File: config.mk
export PLATFORM = sky130hd
export DESIGN_NAME = arb_capture_reg
export DESIGN_NICKNAME = d
export VERILOG_FILES = /design/src/rtl/arb_capture_pkg.sv /design/src/rtl/arb_capture_reg_rr_arbiter.sv /design/src/rtl/arb_capture_reg.sv
export SDC_FILE = /design/constraint.sdc
export NUM_CORES = 1
export LEC_CHECK = 0
export CAP_MARGIN = 15
export CORE_AREA = 2 2 39 41
export CTS_CLUSTER_DIAMETER = 120
export DETAILED_ROUTE_END_ITERATION = 16
export DIE_AREA = 0 0 41 43
export PLACE_DENSITY_LB_ADDON = 0.05
export SYNTH_ARGS = -nofsm -noshare
export SYNTH_HDL_FRONTEND = slang
export SYNTH_SLANG_ARGS = --single-unit
File: constraint.sdc
create_clock -name clk -period 1.3 [get_ports clk]
set_input_delay 0.13 -clock clk [delete_from_list [all_inputs] [get_ports clk]]
set_output_delay 0.13 -clock clk [all_outputs]
set_load 0.05 [all_outputs]
File: src/rtl/arb_capture_pkg.sv
`default_nettype none
// ============================================================================
// Module   : arb_capture_pkg
// Purpose  : Shared types and helpers for the arbitrated capture register.
//            - state_t : output buffer occupancy (EMPTY / FULL)
//            - idx_w() : width of a source index, never less than 1 bit
// Revision : 1.0 - initial release
// ============================================================================
package arb_capture_pkg;

  typedef enum logic [0:0] {
    EMPTY = 1'b0,
    FULL  = 1'b1
  } state_t;

  // Index width for n sources; a single source still needs a 1-bit index port.
  function automatic int idx_w(input int n);
    return (n <= 1) ? 1 : $clog2(n);
  endfunction

endpackage
`default_nettype wire

File: src/rtl/arb_capture_reg_rr_arbiter.sv
`default_nettype none
// ============================================================================
// Module   : rr_arbiter
// Purpose  : Combinational round-robin picker. Grants the first asserted
//            request at or after ptr, wrapping from N_SRC-1 back to 0.
// Ports    : req     in  N_SRC  request vector
//            ptr     in  IDX_W  highest-priority index this cycle
//            gnt     out N_SRC  one-hot grant (zero when no request)
//            gnt_idx out IDX_W  index of granted request (0 when none)
// Revision : 1.0 - initial release
// ============================================================================
module rr_arbiter
  import arb_capture_pkg::*;
#(
  parameter int N_SRC = 2,
  parameter int IDX_W = idx_w(N_SRC)
) (
  input  logic [N_SRC-1:0] req,
  input  logic [IDX_W-1:0] ptr,
  output logic [N_SRC-1:0] gnt,
  output logic [IDX_W-1:0] gnt_idx
);

  logic [N_SRC-1:0] w_upper;
  logic [N_SRC-1:0] w_pick;

  // Requests at or above the pointer take priority; if none exist the
  // search wraps and the plain request vector is used instead.
  always_comb begin
    w_upper = '0;
    for (int i = 0; i < N_SRC; i++) begin
      w_upper[i] = req[i] && (i >= int'(ptr));
    end
  end

  assign w_pick = (|w_upper) ? w_upper : req;

  // Lowest set bit of the chosen vector is the winner.
  assign gnt = w_pick & (~w_pick + N_SRC'(1));

  always_comb begin
    gnt_idx = '0;
    for (int i = N_SRC - 1; i >= 0; i--) begin
      if (w_pick[i]) gnt_idx = IDX_W'(i);
    end
  end

endmodule
`default_nettype wire

File: src/rtl/arb_capture_reg.sv
`default_nettype none
// ============================================================================
// Module   : arb_capture_reg
// Purpose  : Single-clock capture register written by N_SRC producers through
//            a round-robin arbiter, presented to one consumer as a one-entry
//            valid/ready buffer. Drain and refill may happen in the same cycle.
// Ports    : clk       in  1            rising-edge clock
//            reset_n   in  1            asynchronous active-low reset
//            src_valid in  N_SRC        per-source write request
//            src_data  in  N_SRC*WIDTH  source i data at [i*WIDTH +: WIDTH]
//            src_ready out N_SRC        one-hot-or-zero accept (combinational)
//            q         out WIDTH        captured data
//            q_valid   out 1            q holds unconsumed data
//            q_ready   in  1            consumer takes q this cycle
//            grant_id  out IDX_W        source that wrote the current q
//            coll_cnt  out CNT_W        saturating collision count
//                                       (only with ARB_COLL_CNT_EN)
// Config   : ARB_COLL_CNT_EN - when defined, adds coll_cnt and its counter.
// Revision : 1.0 - initial release
// ============================================================================
module arb_capture_reg
  import arb_capture_pkg::*;
#(
  parameter int WIDTH = 1,
  parameter int N_SRC = 2,
  parameter int CNT_W = 8
) (
  input  logic                     clk,
  input  logic                     reset_n,
  input  logic [N_SRC-1:0]         src_valid,
  input  logic [N_SRC*WIDTH-1:0]   src_data,
  output logic [N_SRC-1:0]         src_ready,
  output logic [WIDTH-1:0]         q,
  output logic                     q_valid,
  input  logic                     q_ready,
  output logic [idx_w(N_SRC)-1:0]  grant_id
`ifdef ARB_COLL_CNT_EN
  ,
  output logic [CNT_W-1:0]         coll_cnt
`endif
);

  localparam int IDX_W = idx_w(N_SRC);

  state_t           r_state;
  logic [WIDTH-1:0] r_q;
  logic [IDX_W-1:0] r_grant_id;
  logic [IDX_W-1:0] r_rr_ptr;

  logic [N_SRC-1:0] w_gnt;
  logic [IDX_W-1:0] w_gnt_idx;
  logic             w_can_load;
  logic             w_accept;
  logic [WIDTH-1:0] w_win_data;
  logic [IDX_W-1:0] w_ptr_next;

  rr_arbiter #(
    .N_SRC (N_SRC),
    .IDX_W (IDX_W)
  ) u_arb (
    .req     (src_valid),
    .ptr     (r_rr_ptr),
    .gnt     (w_gnt),
    .gnt_idx (w_gnt_idx)
  );

  // Buffer can take a new word when empty, or when the consumer is draining
  // it this cycle. Held-off while reset is asserted so no source sees an
  // accept that the register would then discard.
  assign w_can_load = reset_n && ((r_state == EMPTY) || q_ready);
  assign src_ready  = w_gnt & {N_SRC{w_can_load}};
  assign w_accept   = |(src_valid & src_ready);

  always_comb begin
    w_win_data = '0;
    for (int i = 0; i < N_SRC; i++) begin
      if (w_gnt[i]) w_win_data = src_data[i*WIDTH +: WIDTH];
    end
  end

  // Pointer moves just past the winner so that source drops to lowest priority.
  assign w_ptr_next = (w_gnt_idx == IDX_W'(N_SRC - 1)) ? '0 : w_gnt_idx + IDX_W'(1);

  always_ff @(posedge clk or negedge reset_n) begin
    if (!reset_n) begin
      r_state    <= EMPTY;
      r_q        <= '0;
      r_grant_id <= '0;
      r_rr_ptr   <= '0;
    end else begin
      if (w_accept) begin
        r_state    <= FULL;
        r_q        <= w_win_data;
        r_grant_id <= w_gnt_idx;
        r_rr_ptr   <= w_ptr_next;
      end else if ((r_state == FULL) && q_ready) begin
        r_state <= EMPTY;
      end
    end
  end

  assign q        = r_q;
  assign q_valid  = (r_state == FULL);
  assign grant_id = r_grant_id;

`ifdef ARB_COLL_CNT_EN
  logic [CNT_W-1:0] r_coll_cnt;
  logic             w_multi;

  // Clearing the lowest set bit leaves something only if two or more are set.
  assign w_multi = |(src_valid & (src_valid - N_SRC'(1)));

  always_ff @(posedge clk or negedge reset_n) begin
    if (!reset_n) begin
      r_coll_cnt <= '0;
    end else if (w_multi && (r_coll_cnt != {CNT_W{1'b1}})) begin
      r_coll_cnt <= r_coll_cnt + CNT_W'(1);
    end
  end

  assign coll_cnt = r_coll_cnt;
`endif

endmodule
`default_nettype wire

==> results.yml <==
critical_path:
  r2r_slack_ps: 60
  cp_max_fo: 3
  critical_path_arrival_ps: 1210
  crit_chain: "nand2b_4 > and3_4 > and2b_2 > buf_12"
  path_delay_family: "simple AND/OR/NAND/NOR gates"
  crit_slowest_cell: "dfrtp_2"
  r2r_start: "q_valid"
  path_buf_inv: 1
  worstPathRequired_ps: 1170
  cpPeakStageDelay_ps: 410
  timing.rr.end: "q"
  cp-end-kind: "output port"
  reg2reg_depth: 5
  start_kind: "flip-flop"
  cp_num_cells: 4
  crit_type: "flip-flop to output port"
routing:
  antenna_left: 0
  via_count: 225
  dr.pass1.iters: 3
  wire_per_inst_um: 9.64
  drc: 0
  viasPerCell: 3.81
  wl_um: 569
  drtIter0Drc: 3
floorplan:
  initial_utilization_pct: 15.5
  ios: 12
  die_y_um: 43
  dieArea_mm2: 0.00176
  coreArea_mm2: 0.00138
  rows: 14
  die_w_um: 41
clock_network:
  clk_pin_slew_ps: 40
  clk-insertion-delay-late_ps: 240
  cts_inserted_buffers: 3
  hold_buffers: 0
  clk_path_buf_depth: 2
  root_buffer: "clkbuf_4"
  cts.sinks: 4
  htree_levels: 1
  cts_tree: "done"
timing:
  period_minus_slack_ps: 1340
  max_slew_margin_pct: 85.2
  hold_slack_ps: 42.8
  max_freq_ghz: 0.744
  hold_violations: 0
  setup_viol: 1
  rsz0062_at_grt: "yes"
  fin_ws_ps: -43.7
  tightest_slew_ps: 221
  slew_viol_final: 0
  fin_worst_skew_ps: 12.1
  period_share_pct: 103
finish:
  utilization_pct: 36.6
  layout.nets: 51
  finalNonFillerCells: 59
  drive_gt1_share_pct: 58.1
  area_growth_pct: 137
  n_antenna_cell: 0
  final_cell_area_um2: 507
  final_common_cell: "buf_4"
  final_cell_mix: "buf_4, buf_12"
global_route:
  grt_max_degree: 7
  antenna_found_initial: 0
  overflow: 0
  grt_pass1_wl_um: 1010
  grtUsageTotal_pct: 8.76
  grt_pass1_vias: 229
placed_design:
  dp.cells: 50
  placed_cell_area_um2: 425
  gp_congestion: 0.723
  io_buffers: 11
run:
  maxCapViolCount: 0
power:
  cellPowerDensity_mw_per_mm2: 1200
  p_leak_nw: 0.249
  peakVddDrop_mv: 0.465
status:
  outcome: "complete, but fails checks"
  violations: "negative setup slack"
logic_synthesis:
  synth.distinct_cells: 14
  synth-seq-cells: 4
  synth_area_um2: 214
  yosysSeqAreaShare_pct: 46.8
  synth_fp_nets: 27
  synth_cells: 20
  yosys_warnings: 0
  syn_area_per_cell_um2: 10.7
hold_path:
  hp-class: "input pin to async pin"
-- cell usage after synthesis --
library cell	n	area, µm²
and3_1	1	6.26
o21ai_0	1	5.00
and2_2	1	7.51
o22ai_1	1	6.26
mux2i_1	1	10.0
nor2_1	1	3.75
o211ai_1	1	7.51
nand2_1	3	11.3
o22a_1	1	8.76
mux2_2	1	11.3
and2b_2	2	17.5
nand2b_4	1	13.8
dfrtp_1	4	100
nand3_1	1	5.00
-- power by group --
part           switching [mW]  total [mW]  internal [mW]
combinational           0.121       0.272          0.151
sequential             0.0202       0.167          0.147
clock                  0.0543       0.170          0.115
total                   0.195       0.609          0.414
-- cells by family after synthesis --
group            count (synthesis)  share of synthesized area (%)
AO/OA/AOI/OAI                    4                           12.9
flip-flops                       4                           46.8
multiplexers                     2                           9.94
AND/OR/NAND/NOR                 10                           30.4
-- state kept, by name, indices dropped and copies added (netlist names) --
| name | count |
|---|---|
| grant_id | 1 |
| q | 1 |
| q_valid | 1 |
| r_rr_ptr | 1 |
-- layout make-up --
| type | count | area [µm²] |
|---|---|---|
| clock buffers | 4 | 26.3 |
| repair buffers | 19 | 224 |
| flip-flops and latches | 4 | 101 |
| well taps | 16 | 20.0 |
| fillers | 143 | 877 |
| multi-input cells | 16 | 135 |
-- worst register-to-register path: cells and delay by family, from the launching register on --
kind | cells | cell delay [ps]
AOI/OAI and AO/OA | 1 | 100
buffers and inverters | 2 | 250
DFF | 1 | 370
muxes | 1 | 320
and+or+nand+nor | 1 | 70
-- how the worst max path moves through the flow --
stage,endpoint,start,slack (ps)
global placement,src_ready[1],q_ready,-60
global route,src_ready[1],q_valid,-90
CTS,src_ready[1],r_rr_ptr,-50
finish,src_ready[1],q_valid,-40
floorplan,src_ready[1],q_valid,60
detailed placement,src_ready[1],q_ready,-80
-- repair_timing --
action	4_1_cts	5_1_grt
setup buffers	4	1
setup endpoints to repair	2	2
gates resized for setup	2	4
-- metrics by stage --
| step | setup WS [ps] | power [mW] | setup TNS [ps] |
|---|---|---|---|
| after floorplan | 63.6 | 0.281 | 0 |
| after global placement | -61.3 | 0.414 | -152 |
| after detailed placement | -78.1 | 0.415 | -176 |
| after CTS | -53.4 | 0.612 | -85.5 |
| after global routing | -89.1 | 0.642 | -114 |
| final | -43.7 | 0.609 | -43.7 |
-- metal layers --
layer | share of wire [%] | GRT usage [%] | up-vias
met3 | 5.6 | 6.28 | 0
met1 | 39 | 10.1 | 102
li1 | - | - | 117
met2 | 55 | 12.8 | 6
met4 | 0 | 2.00 | 0
met5 | 0 | 0 | -
(Power assumes the default switching activity.)
